File: src/rtl/mem_stage_sram.sv
// Memory pipeline stage driving an asynchronous SRAM with a fixed multi-cycle access window.
// Optional one-entry last-read buffer compiled in with `define SRAM_LAST_READ_BUF_EN.
module mem_stage_sram #(
  parameter int WORD_WIDTH      = 32,
  parameter int SRAM_ADDR_WIDTH = 16,
  parameter int WAIT_CYCLES     = 4,
  parameter int MEM_BASE        = 1024
) (
  input  logic                       clk,
  input  logic                       rst,
  input  logic [WORD_WIDTH-1:0]      ALU_res,
  input  logic [WORD_WIDTH-1:0]      val_Rm,
  input  logic                       mem_read_in,
  input  logic                       mem_write_in,
  input  logic                       WB_en_in,
  input  logic [3:0]                 dst_in,
  output logic                       WB_en_out,
  output logic                       mem_read_out,
  output logic [3:0]                 dst_out,
  output logic [WORD_WIDTH-1:0]      mem_result,
  output logic                       ready,
  output logic [SRAM_ADDR_WIDTH-1:0] sram_addr,
  output logic [WORD_WIDTH-1:0]      sram_wdata,
  input  logic [WORD_WIDTH-1:0]      sram_rdata,
  output logic                       sram_we_n,
  output logic                       sram_oe_n
);

  localparam logic [1:0] S_IDLE   = 2'd0;
  localparam logic [1:0] S_ACCESS = 2'd1;
  localparam logic [1:0] S_DONE   = 2'd2;

  localparam logic [3:0]            CNT_LOAD = 4'(WAIT_CYCLES - 1);
  localparam logic [WORD_WIDTH-1:0] BASE     = WORD_WIDTH'(MEM_BASE);

  logic [1:0]                 state_q, state_d;
  logic [3:0]                 cnt_q, cnt_d;
  logic [SRAM_ADDR_WIDTH-1:0] addr_q, addr_d;
  logic [WORD_WIDTH-1:0]      wdata_q, wdata_d;
  logic                       we_q, we_d;
  logic [WORD_WIDTH-1:0]      result_q, result_d;

  logic                       req;
  logic                       hit;
  logic                       in_access;
  logic                       rd_done;
  logic [SRAM_ADDR_WIDTH-1:0] word_addr;

  assign req       = mem_read_in | mem_write_in;
  assign word_addr = SRAM_ADDR_WIDTH'((ALU_res - BASE) >> 2);
  assign in_access = (state_q == S_ACCESS);
  assign rd_done   = in_access && (cnt_q == '0) && !we_q;

`ifdef SRAM_LAST_READ_BUF_EN
  logic                       buf_valid_q, buf_valid_d;
  logic [SRAM_ADDR_WIDTH-1:0] buf_tag_q, buf_tag_d;
  logic [WORD_WIDTH-1:0]      buf_data_q, buf_data_d;

  assign hit = (state_q == S_IDLE) && mem_read_in && !mem_write_in &&
               buf_valid_q && (buf_tag_q == word_addr);

  always_comb begin
    buf_valid_d = buf_valid_q;
    buf_tag_d   = buf_tag_q;
    buf_data_d  = buf_data_q;
    if ((state_q == S_IDLE) && mem_write_in) begin
      buf_valid_d = 1'b0;
    end else if (rd_done) begin
      buf_valid_d = 1'b1;
      buf_tag_d   = addr_q;
      buf_data_d  = sram_rdata;
    end
  end

  always_ff @(posedge clk) begin
    if (rst) begin
      buf_valid_q <= 1'b0;
      buf_tag_q   <= '0;
      buf_data_q  <= '0;
    end else begin
      buf_valid_q <= buf_valid_d;
      buf_tag_q   <= buf_tag_d;
      buf_data_q  <= buf_data_d;
    end
  end

  assign mem_result = hit ? buf_data_q : result_q;
`else
  assign hit        = 1'b0;
  assign mem_result = result_q;
`endif

  always_comb begin
    state_d  = state_q;
    cnt_d    = cnt_q;
    addr_d   = addr_q;
    wdata_d  = wdata_q;
    we_d     = we_q;
    result_d = result_q;
    case (state_q)
      S_IDLE: begin
        if (req && !hit) begin
          state_d = S_ACCESS;
          cnt_d   = CNT_LOAD;
          addr_d  = word_addr;
          wdata_d = val_Rm;
          we_d    = mem_write_in;
        end
      end
      S_ACCESS: begin
        if (cnt_q == '0) begin
          state_d = S_DONE;
          if (!we_q) result_d = sram_rdata;
        end else begin
          cnt_d = cnt_q - 4'd1;
        end
      end
      S_DONE:  state_d = S_IDLE;
      default: state_d = S_IDLE;
    endcase
  end

  always_ff @(posedge clk) begin
    if (rst) begin
      state_q  <= S_IDLE;
      cnt_q    <= '0;
      addr_q   <= '0;
      wdata_q  <= '0;
      we_q     <= 1'b0;
      result_q <= '0;
    end else begin
      state_q  <= state_d;
      cnt_q    <= cnt_d;
      addr_q   <= addr_d;
      wdata_q  <= wdata_d;
      we_q     <= we_d;
      result_q <= result_d;
    end
  end

  // A buffer hit counts as a completed request, so the stage advances without stalling.
  assign ready = ((state_q == S_IDLE) && (!req || hit)) || (state_q == S_DONE);

  assign sram_addr  = in_access ? addr_q : '0;
  assign sram_wdata = in_access ? wdata_q : '0;
  assign sram_we_n  = !(in_access && we_q);
  assign sram_oe_n  = !(in_access && !we_q);

  assign WB_en_out    = WB_en_in;
  assign mem_read_out = mem_read_in;
  assign dst_out      = dst_in;

endmodule

File: config.mk
export PLATFORM = sky130hd
export DESIGN_NAME = mem_stage_sram
export DESIGN_NICKNAME = d
export VERILOG_FILES = /design/src/rtl/mem_stage_sram.sv
export SDC_FILE = /design/constraint.sdc
export NUM_CORES = 1
export LEC_CHECK = 0
export CORE_MARGIN = 2
export CORE_UTILIZATION = 40
export DETAILED_ROUTE_END_ITERATION = 8
export PLACE_DENSITY = 0.81
export SLEW_MARGIN = 20
export SYNTH_ARGS = -nofsm -noshare
export SYNTH_HDL_FRONTEND = slang
export SYNTH_SLANG_ARGS = --single-unit
File: constraint.sdc
create_clock -name clk -period 1.8 [get_ports clk]
set_input_delay 0.45 -clock clk [delete_from_list [all_inputs] [get_ports clk]]
set_output_delay 0.45 -clock clk [all_outputs]
set_load 0.03 [all_outputs]
==> results.py <==
metrics = {
    "logic_synthesis": {
        "syn_area_um2": 3790,
        "synthArstFlopShare_pct": 0,
        "ys_top_cells_by_area": "dfxtp_1 (46%), a21oi_1 (11%), o21ai_0 (10%)",
        "ys.flop_type": "dfxtp_1",
        "synthCells": 474,
        "avgSynthCellArea_um2": 8.01,
        "synth_common_cells": "dfxtp_1 (87), a21oi_1 (83), o21ai_0 (78)",
        "synth_largest_area_cell": "dfxtp_1",
        "synth_fp_nets": 582,
        "synth_edf_count": 0,
        "ys_types": 31,
        "synth_top_area_share_pct": 45.9,
        "ys_ff_latch": 87,
        "synth.most_common_cell": "dfxtp_1",
        "yosysWarnings": 0,
        "ys_seq_area_share_pct": 45.9,
    },
    "sta": {
        "tightest_slew_ps": 401,
        "fmax_ghz": 0.530,
        "period_share_pct": 105,
        "rsz0062_at_grt": "true",
        "setup_viol": 47,
        "slew_headroom_pct": 73.3,
        "fin_ws_ps": -87.7,
        "tns_ps": -2240,
        "skew_ps": 9.63,
        "drv_slew": 0,
        "hold_slack_ps": 472,
        "post-route-min-period_ps": 1890,
        "hold_violations": 0,
    },
    "grt": {
        "antenna_found_initial": 0,
        "gr-total-overflow": 0,
        "grt_max_degree": 87,
        "grt_pass1_vias": 4125,
        "grt_usage_pct": 23.0,
        "grt_pass1_wl_um": 18900,
    },
    "setup_path": {
        "path_class": "register to output pin",
        "rr_worst_depth": 6,
        "worst_setup_path_end_kind": "output pin",
        "cp_max_fo": 14,
        "critPathRequiredTime_ps": 1350,
        "arrival_ps": 1440,
        "cp-start-kind": "register",
    },
    "drt": {
        "viasPerCell": 5.34,
        "ant_nets": 0,
        "dr.first_iter.drc_count": 205,
        "detail_route.wirelength_um": 11800,
        "dr_total_vias": 4102,
        "drt-wirelength-per-cell_um": 15.4,
        "drt-pass1-iter-count": 5,
        "drc_errors": 0,
    },
    "cts": {
        "cts_tree": "done",
        "cts_buffers": 9,
        "clk_pin_slew_worst_paths_ps": 80,
        "cts_root_buffer": "clkbuf_8",
        "clock-sinks": 87,
        "clock_path_buffers": 2,
        "hold_buffers": 0,
        "h-tree-depth": 3,
        "clock_latency_ps": 350,
    },
    "layout": {
        "multi_input_comb_area_um2": 1920,
        "seqCellArea_um2": 1740,
        "area_delta_synth_final_pct": 60.9,
        "fin_nets": 742,
        "drive_above_1_share_pct": 23.9,
        "n_fill_cell": 764,
        "insertedDiodeCount": 0,
    },
    "job": {
        "maxCapViolations": 0,
    },
    "pwr": {
        "p_per_area_nw_per_um2": 864,
        "leakagePower_nw": 2.50,
        "vdd_drop_max_v": 0.000501,
    },
    "placed_design": {
        "finalWeightedCongestion": 0.821,
        "dp_hpwl_um": 7920,
        "io_buffers": 167,
    },
    "worst_hold_path": {
        "hold_class": "register to register",
        "hold_path_depth": 2,
    },
    "run_status": {
        "violations": "negative setup slack",
        "outcome": "finished with violations",
    },
    "floorplanning": {
        "initial_core_util_pct": 41.1,
        "dieArea_um2": 10300,
        "core_um2": 9240,
        "rows": 35,
        "die_h_um": 101,
        "io_pins": 194,
        "die_w_um": 101,
    },
}
==> path summary, 6_finish.rpt <==
check                              start                           to  slack [ps]
max              state_q[0]$_SDFFE_PP0P_               sram_wdata[22]         -90
min          mem_result[29]$_SDFFE_PP0P_  mem_result[29]$_SDFFE_PP0P_         470
max reg2reg      state_q[0]$_SDFFE_PP0P_  mem_result[19]$_SDFFE_PP0P_         220
min reg2reg  mem_result[29]$_SDFFE_PP0P_  mem_result[29]$_SDFFE_PP0P_         470
==> layout by cell type, fill, tap and decap left out, types with 2 or more instances in the layout <==
cell	instances
dfxtp_1	85
ha_1	3
xnor2_1	2
a211oi_1	4
or4_1	3
a311oi_1	4
nor2_1	2
a31oi_1	2
dlygate4sd2_1	33
or3_1	5
a21oi_1	83
clkinvlp_4	2
clkbuf_8	10
inv_1	7
dfxtp_2	2
clkdlybuf4s50_1	81
clkbuf_1	2
and2_4	37
o31a_1	2
buf_6	51
nand3_1	73
o21ai_0	78
o21ba_2	2
and2_1	11
buf_12	6
buf_4	31
==> report_power, final <==
part	switching, mW	internal, mW
combinational	0.965	0.749
sequential	0.0903	2.11
clock	0.678	0.686
total	1.73	3.54
==> layout make-up <==
class	instances	area share, %
Clock inverter	4	0.881
Sequential cell	87	28.6
Clock buffer	12	2.38
Timing Repair Buffer	204	33.5
Inverter	8	0.492
Tap cell	129	2.64
Multi-Input combinational cell	324	31.5
==> flip-flops by register name, summed over array words and instances, names as in the netlist <==
signal and cells:
state_q 2, cnt_q 4, mem_result 32, we_q 1
addr_q 16, wdata_q 32
==> critical path, stage by stage (launching register included) <==
cell	delay, ps
dfxtp_2	340
nor2b_4	210
buf_12	130
buf_12	130
and2_1	140
buf_6	130
==> per-layer routing <==
layer / vias up / global-route usage [%] / part of all wire (%)
met5: - / 0 / 0
met4: 0 / 10.3 / 2.0
met3: 23 / 4.76 / 5.5
met2: 137 / 40.4 / 52
met1: 1965 / 27.0 / 40
li1: 1977 / - / -
==> what timing repair did <==
| action | 4_1_cts | 5_1_grt |
|---|---|---|
| resized for setup | 126 | 8 |
| buffers inserted | 3 | 0 |
| pin swaps | 0 | 1 |
| cloned | 2 | 0 |
| setup endpoints to repair | 83 | 53 |
==> through the flow <==
step | std cells | instance area, µm² | util, % | setup WS (ps) | power (mW)
after floorplan | 474 | 3800 | - | 48.3 | 3.14
after global placement | 748 | 5580 | 60.4 | -320 | 3.77
after detailed placement | 748 | 5580 | 60.4 | -355 | 3.82
after CTS | 769 | 6110 | 66.1 | -93.7 | 5.33
after global routing | 768 | 6100 | 66.1 | -156 | 5.56
final | 768 | 6100 | 66.1 | -87.7 | 5.28
==> cell families after synthesis <==
family / share of synthesized area, %
compound gates: 24.9
xor+xnor: 0.462
fa+ha+maj: 0.989
buf+inv: 6.86
flops: 45.9
simple gates: 20.9
Power figures use the tool's default switching activity.
